`config.mk`:
```
export PLATFORM = sky130hd
export DESIGN_NAME = cim_banked_mem_ctrl
export DESIGN_NICKNAME = d
export VERILOG_FILES = /design/src/rtl/cim_banked_mem_ctrl.sv
export SDC_FILE = /design/constraint.sdc
export NUM_CORES = 1
export LEC_CHECK = 0
export CAP_MARGIN = 0
export CORE_MARGIN = 4
export CORE_UTILIZATION = 49
export DETAILED_ROUTE_END_ITERATION = 8
export GPL_TIMING_DRIVEN = 0
export HOLD_SLACK_MARGIN = 0.02
export PLACE_DENSITY = 0.8
export RECOVER_POWER = 50
export SLEW_MARGIN = 20
export SYNTH_ARGS = -nofsm -noshare
export SYNTH_HDL_FRONTEND = slang
export SYNTH_SLANG_ARGS = --single-unit
```
`constraint.sdc`:
```
create_clock -name clk -period 4.25 [get_ports clk]
set_input_delay 1.0625 -clock clk [delete_from_list [all_inputs] [get_ports clk]]
set_output_delay 1.0625 -clock clk [all_outputs]
set_load 0.005 [all_outputs]
```
`src/rtl/cim_banked_mem_ctrl.sv`:
```
// Banked SRAM controller for the CIM parameter / intermediate-result memories.
// Splits a flat word address into bank index and in-bank offset, then runs
// single- or double-word accesses (doubles may straddle two banks) behind
// valid/ready handshakes on the request and response sides.
module cim_banked_mem_ctrl #(
  parameter int NUM_BANKS  = 4,
  parameter int BANK_DEPTH = 14336,
  parameter int DATA_W     = 9,
  parameter int ADDR_W     = $clog2(NUM_BANKS*BANK_DEPTH),
  parameter int OFF_W      = $clog2(BANK_DEPTH)
) (
  input  logic                          clk,
  input  logic                          rst_n,
  input  logic                          req_valid,
  output logic                          req_ready,
  input  logic                          req_we,
  input  logic                          req_double,
  input  logic                          req_signed,
  input  logic [ADDR_W-1:0]             req_addr,
  input  logic [2*DATA_W-1:0]           req_wdata,
  output logic                          rsp_valid,
  input  logic                          rsp_ready,
  output logic [2*DATA_W-1:0]           rsp_data,
  output logic                          rsp_err,
  output logic [NUM_BANKS-1:0]          bank_en,
  output logic                          bank_we,
  output logic [OFF_W-1:0]              bank_addr,
  output logic [DATA_W-1:0]             bank_wdata,
  input  logic [NUM_BANKS*DATA_W-1:0]   bank_rdata
);

  localparam int BIDX_W = (NUM_BANKS > 1) ? $clog2(NUM_BANKS) : 1;
  // One extra bit so the total size is representable even when it is 2**ADDR_W.
  localparam int EXT_W  = ADDR_W + 1;
  localparam logic [EXT_W-1:0] TOTAL_WORDS = EXT_W'(NUM_BANKS*BANK_DEPTH);

  typedef enum logic [2:0] {
    IDLE,
    ACC0,
    ACC1,
    CAP,
    RESP
  } state_t;

  state_t state;

  logic [EXT_W-1:0]    addr_ext;
  logic [EXT_W-1:0]    bank_base;
  logic [BIDX_W-1:0]   dec_bank;
  logic [OFF_W-1:0]    dec_off;
  logic                dec_last_off;
  logic [BIDX_W-1:0]   dec_hi_bank;
  logic [OFF_W-1:0]    dec_hi_off;
  logic                dec_err;

  logic                we_q;
  logic                dbl_q;
  logic                sgn_q;
  logic [DATA_W-1:0]   hi_wdata_q;
  logic [BIDX_W-1:0]   hi_bank_q;
  logic [OFF_W-1:0]    hi_off_q;
  logic [BIDX_W-1:0]   cur_bank;
  logic [BIDX_W-1:0]   prev_bank;
  logic [DATA_W-1:0]   lo_word_q;
  logic [DATA_W-1:0]   rd_word;

  function automatic logic [NUM_BANKS-1:0] onehot(input logic [BIDX_W-1:0] idx);
    onehot = '0;
    for (int unsigned b = 0; b < NUM_BANKS; b++) begin
      if (idx == BIDX_W'(b)) onehot[b] = 1'b1;
    end
  endfunction

  // Address decode: the last bank base not above addr wins, so bank/offset
  // come from a comparator chain and one subtraction instead of a divider.
  always_comb begin
    addr_ext  = {1'b0, req_addr};
    dec_bank  = '0;
    bank_base = '0;
    for (int unsigned k = 1; k < NUM_BANKS; k++) begin
      if (addr_ext >= EXT_W'(k*BANK_DEPTH)) begin
        dec_bank  = BIDX_W'(k);
        bank_base = EXT_W'(k*BANK_DEPTH);
      end
    end
    dec_off      = OFF_W'(addr_ext - bank_base);
    dec_last_off = (dec_off == OFF_W'(BANK_DEPTH-1));
    dec_hi_bank  = dec_last_off ? dec_bank + BIDX_W'(1) : dec_bank;
    dec_hi_off   = dec_last_off ? '0 : dec_off + OFF_W'(1);
    dec_err      = (addr_ext >= TOTAL_WORDS) ||
                   (req_double && ((addr_ext + EXT_W'(1)) >= TOTAL_WORDS));
  end

  // Read-data mux steered by the bank driven one cycle earlier, matching the
  // one-cycle SRAM read latency.
  always_comb begin
    rd_word = '0;
    for (int unsigned b = 0; b < NUM_BANKS; b++) begin
      if (prev_bank == BIDX_W'(b)) rd_word = bank_rdata[b*DATA_W +: DATA_W];
    end
  end

  // Control FSM with registered handshake, response and bank-port outputs.
  always_ff @(posedge clk) begin
    if (!rst_n) begin
      state      <= IDLE;
      req_ready  <= 1'b1;
      rsp_valid  <= 1'b0;
      rsp_data   <= '0;
      rsp_err    <= 1'b0;
      bank_en    <= '0;
      bank_we    <= 1'b0;
      bank_addr  <= '0;
      bank_wdata <= '0;
      we_q       <= 1'b0;
      dbl_q      <= 1'b0;
      sgn_q      <= 1'b0;
      hi_wdata_q <= '0;
      hi_bank_q  <= '0;
      hi_off_q   <= '0;
      cur_bank   <= '0;
      prev_bank  <= '0;
      lo_word_q  <= '0;
    end else begin
      prev_bank <= cur_bank;
      case (state)
        IDLE: begin
          if (req_valid && req_ready) begin
            req_ready  <= 1'b0;
            we_q       <= req_we;
            dbl_q      <= req_double;
            sgn_q      <= req_signed;
            hi_wdata_q <= req_wdata[2*DATA_W-1:DATA_W];
            hi_bank_q  <= dec_hi_bank;
            hi_off_q   <= dec_hi_off;
            if (dec_err) begin
              state     <= RESP;
              rsp_valid <= 1'b1;
              rsp_err   <= 1'b1;
              rsp_data  <= '0;
            end else begin
              state      <= ACC0;
              cur_bank   <= dec_bank;
              bank_en    <= onehot(dec_bank);
              bank_we    <= req_we;
              bank_addr  <= dec_off;
              bank_wdata <= req_wdata[DATA_W-1:0];
            end
          end
        end
        ACC0: begin
          if (dbl_q) begin
            state      <= ACC1;
            cur_bank   <= hi_bank_q;
            bank_en    <= onehot(hi_bank_q);
            bank_we    <= we_q;
            bank_addr  <= hi_off_q;
            bank_wdata <= hi_wdata_q;
          end else begin
            bank_en    <= '0;
            bank_we    <= 1'b0;
            bank_addr  <= '0;
            bank_wdata <= '0;
            if (we_q) begin
              state     <= RESP;
              rsp_valid <= 1'b1;
            end else begin
              state <= CAP;
            end
          end
        end
        ACC1: begin
          bank_en    <= '0;
          bank_we    <= 1'b0;
          bank_addr  <= '0;
          bank_wdata <= '0;
          if (we_q) begin
            state     <= RESP;
            rsp_valid <= 1'b1;
          end else begin
            lo_word_q <= rd_word;
            state     <= CAP;
          end
        end
        CAP: begin
          if (dbl_q) begin
            rsp_data <= {rd_word, lo_word_q};
          end else begin
            rsp_data <= {{DATA_W{sgn_q & rd_word[DATA_W-1]}}, rd_word};
          end
          rsp_valid <= 1'b1;
          state     <= RESP;
        end
        RESP: begin
          if (rsp_valid && rsp_ready) begin
            rsp_valid <= 1'b0;
            rsp_err   <= 1'b0;
            rsp_data  <= '0;
            req_ready <= 1'b1;
            state     <= IDLE;
          end
        end
        default: begin
          state     <= IDLE;
          req_ready <= 1'b1;
          rsp_valid <= 1'b0;
          rsp_err   <= 1'b0;
          rsp_data  <= '0;
          bank_en   <= '0;
          bank_we   <= 1'b0;
        end
      endcase
    end
  end

endmodule

```
# Word-level counts from Yosys, hierarchy flattened
# Cells that the tools add are included.
word_totals:
  reg_bits: 93
  latch_bits: 0
  mem_bits_rw: 0
  rom_bits: 0
  output_inout_bits: 49
  memories: 0
op_classes:
  addsub: 4
  n_mul: 0
  div_mod_pow: 0
  magnitude_cmp: 5
  n_eq_ne: 20
  n_shift: 0
  mux: 61
  bitwise_logic: 5
  reduce_logical: 23
ops:
  columns: ["operator", "n"]
  rows:
  - ["$mux W14", 7]
  - ["$mux W18", 4]
  - ["$pmux W18 S4", 1]
  - ["$mux W9", 7]
  - ["$pmux W14 S3", 1]
  - ["$ge A16 B16 Y1 const B", 2]
  - ["$pmux W9 S3", 1]
  - ["$mux W1", 19]
  - ["$add A16 B1 Y17 const B", 1]
  - ["$ge A17 B16 Y1 const B", 1]
  - ["$ge A16 B14 Y1 const B", 1]
  - ["$ge A16 B15 Y1 const B", 1]
  - ["$reduce_and A4 Y1", 4]
  - ["$mux W3", 5]
  - ["$pmux W3 S5", 1]
  - ["$add A14 B1 Y14 const B", 1]
  - ["$eq A14 B14 Y1 const B", 1]
  - ["$sub A14 B14 Y14", 1]
  - ["$eq A2 B2 Y1 const B", 6]
  - ["$mux W2", 6]
  - ["$mux W4", 3]
  - ["$ne A2 B2 Y1 const B", 6]
  - ["$pmux W4 S3", 1]
  - ["$pmux W1 S3", 3]
  - ["19 further kinds", 34]

# Depth between registers and ports, before layout
depth:
  ltp_word: 9
  ltp_mapped: 14
  ltp_nobuf: 12

# Worst setup path after synthesis
# OpenSTA, ideal clock, no wires.
synth_path:
  kind: "input to register"
  startpoint: "input port req_addr[14]"
  endpoint: "register hi_bank_q[1]"
  arrival_ns: 3.687
  t_required_ns: 4.176
  path_slack_ns: 0.488
  stages: 14
  n_path_buf: 2
  cell_sequence: "clkbuf_1 inv_1 a21oi_1 o22ai_1 a22oi_1 inv_1 ha_1 inv_1 fa_1 nand2_1 or3_1 clkbuf_1 mux2_2 o21ai_0"
synth_between:
  elab_chain_len: 7
  elab_cells_between_ends: 13
  classes_between: "add/sub (2); order compare (3); eq/ne (1); mux (7)"
synth_rtl:
  columns: ["item", "line", "source"]
  rows:
  - ["start, declared", "19", "input logic [ADDR_W-1:0] req_addr,"]
  - ["$ge A16 B14 Y1", "81", "if (addr_ext >= EXT_W'(k*BANK_DEPTH)) begin"]
  - ["$mux W14 (3 in a row)", "81", null]
  - ["$sub A14 B14 Y14", "86", "dec_off = OFF_W'(addr_ext - bank_base);"]
  - ["$eq A14 B14 Y1", "87", "dec_last_off = (dec_off == OFF_W'(BANK_DEPTH-1));"]
  - ["$mux W2 (*)", "88", "dec_hi_bank = dec_last_off ? dec_bank + BIDX_W'(1) : dec_bank;"]
  - ["end signal, assigned", "134", "hi_bank_q <= dec_hi_bank;"]
  - ["end, declared", "60", "logic [BIDX_W-1:0] hi_bank_q;"]
# Mark *: on every way between the ends. The rest lies on a longest branch, timed or not.
# A chain may end at the register's enable or synchronous reset.

# Final worst setup path
layout_path:
  startpoint: "input port req_addr[15]"
  endpoint: "register hi_bank_q[1]"
# The elaborated chain is that of the path after synthesis.

==> out/metrics.yaml <==
status:
  outcome: "finished clean"
clock_network:
  h-tree-depth: 3
  clock_path_buffers: 2
  cts_root_buf: "clkbuf_8"
  cts_sinks: 93
  cts_tree: "built"
  clkLatencyLatePin_ns: 0.36
  numCtsBuffers: 9
  clk_pin_slew_worst_paths_ns: 0.09
  post_cts_buffers: 0
route:
  drc: 0
  drtAntennaViolNets: 0
  drt_first_pass_iters: 5
  routed_wl_um: 14460
  num_vias: 4843
  via_per_inst: 5.718
  wl_per_cell_um: 17.07
  drtIter0Drc: 303
layout:
  n_fill_cell: 793
  utilization_pct: 68.44
  syn_to_final_growth_pct: 33.66
  final_common_cell: "nand2_1"
  multi_input_area_mm2: 0.002700
  ff_latch_area_mm2: 0.001862
  drive_gt1_share_pct: 8.078
  final_cell_mix: "nand2_1 (103), dfxtp_1 (93), clkdlybuf4s50_1 (73)"
  final_area_mm2: 0.006444
  antenna_cells: 0
  fin_nets: 798
timing:
  rsz0062_at_grt: "no"
  fmax_mhz: 247.8
  maxSlewHeadroom_pct: 37.03
  final.min_clock_period_ns: 4.035
  worst-slew-pin-transition_ns: 0.9373
  final_max_slew_viol_count: 0
  whs_ns: 0.4561
  setup_viol: 0
  hold_viol_final: 0
  tns_ns: 0
  finalClockSkew_ns: 0.01002
  period_share_pct: 94.95
die:
  die_w_um: 107.2
  die_area_mm2: 0.01149
  row_count: 35
  initial_core_util_pct: 51.20
  core_mm2: 0.009415
  io_pins: 126
  die_h_um: 107.2
synth:
  netlist-cell-type-count: 53
  netlist.area_leader.share_pct: 38.62
  avgSynthCellArea_um2: 8.326
  ys_seq_elements: 93
  synth-seq-area-share_pct: 38.62
  synth_nets: 664
  synth-edff-count: 0
  synth_area_leaders: "dfxtp_1 (39%), nand2_1 (8.0%), a21oi_1 (7.3%), mux4_2 (4.2%), a22oi_1 (3.7%)"
  synth_area_leader_cell: "dfxtp_1"
  netlist_instances: 579
  syn_area_mm2: 0.004821
  ys.flop_type: "dfxtp_1"
  yosysWarnings: 0
  ys_async_sr_fraction_pct: 0
placement:
  placed_cell_area_mm2: 0.006223
  dp_hpwl_um: 11240
  portBuffers: 124
  gp_congestion: 0.8994
critical_path:
  endpoint_kind: "flop"
  cp.arrival_ns: 4.33
  worstSetupStartpointType: "input port"
  critical_path.max_fanout: 10
  worstSetupPathType: "in -> reg"
  required_ns: 4.54
grt:
  grt-ovfl-total: 0
  grt_use_total_pct: 25.24
  grt_pass1_wl_um: 23400
  antenna_found_initial: 0
  grt_start_max_net_pins: 17
  grt_pass1_vias: 4844
power:
  peakVddDrop_mv: 0.4729
  power_density_mw_per_mm2: 533.2
  p_leak_nw: 2.579
min_path:
  hold_path_class: "reg -> reg"
flow_run:
  maxCapViolCount: 0
-- critical path, stage by stage --
cell and delay (ns):
clkdlybuf4s50_1 0.51, clkbuf_1 0.35, inv_1 0.12, o22ai_1 0.21, a22oi_1 0.19, inv_1 0.16
ha_1 0.16, inv_1 0.05, fa_1 0.60, nand2_1 0.08, or3_4 0.41, mux2_2 0.29
o21ai_0 0.12
-- per-layer routing --
metal / wire, um / track usage (%) / vias to the layer above
li1: - / - / 2333
met3: 1092 / 6.020 / 17
met2: 7094 / 42.90 / 201
met5: 0 / 0 / -
met1: 6096 / 32.31 / 2292
met4: 172 / 6.027 / 0
-- synth_stat cells, drive strengths merged (4+ instances only) --
master / n
a211oi: 18
a21oi: 70
a22oi: 24
a31oi: 4
buf: 7
clkbuf: 39
dfxtp: 93
ha: 7
inv: 18
mux2: 10
mux2i: 4
mux4: 9
nand2: 103
nand3: 34
nor2: 23
nor3: 6
o211a: 13
o21ai: 34
or3: 5
xnor2: 9
xor2: 7
-- flip-flops by register name (all words and copies together), names as in the netlist, 2 cells and up --
register and flops:
bank_en 4, hi_bank_q 2, bank_wdata 9, state 3, bank_addr 14, prev_bank 2, cur_bank 2, lo_word_q 9
hi_off_q 14, hi_wdata_q 9, rsp_data 18
-- final timing paths --
check        slack, ns            end    startpoint  depth (start not counted)
max reg2reg       1.77  bank_addr[11]      state[1]                          9
min reg2reg       0.46     bank_en[3]    bank_en[3]                          2
max               0.21   hi_bank_q[1]  req_addr[15]                         13
min               0.46     bank_en[3]    bank_en[3]                          2
-- kinds of logic (layout without fill, tap and decap cells) --
group / after synthesis / in the layout / synth area share (%)
xor gates and xnor gates: 16 / 16 / 2.907
muxes: 23 / 23 / 7.371
buffers and inverters: 64 / 203 / 5.476
adders and majority gates: 8 / 8 / 2.232
AOI/OAI and AO/OA: 178 / 178 / 24.53
and+or+nand+nor: 197 / 197 / 18.87
DFF: 93 / 93 / 38.62
-- final cells by class --
cell class                 instances  area share (%)
multi-input combinational        422           41.90
sequential                        93           28.89
timing repair buffer             124           19.26
buffer                            45           2.990
tap                              129           2.505
clock buffer                      11           2.350
clock inverter                     5           1.049
inverter                          18           1.049
-- metrics by stage --
| step | instances | power, mW | setup WS [ns] |
|---|---|---|---|
| after floorplan | 579 | 2.216 | 0.4883 |
| after global placement | 832 | 2.794 | -0.3083 |
| after detailed placement | 832 | 2.837 | -0.4140 |
| after CTS | 847 | 3.482 | 0.1116 |
| after global routing | 847 | 3.660 | 0.002241 |
| final | 847 | 3.436 | 0.2145 |
-- where the power goes --
group | switching (mW) | total (mW) | internal, mW
registers | 0.125 | 1.21 | 1.09
logic | 0.890 | 1.58 | 0.694
clock network | 0.328 | 0.639 | 0.312
-- timing repair --
| item | 4_1_cts | 5_1_grt |
|---|---|---|
| setup endpoints to repair | 1 | 2 |
| hold buffers | 0 | 0 |
| resized for setup | 0 | 1 |
Power figures use the tool's default switching activity.
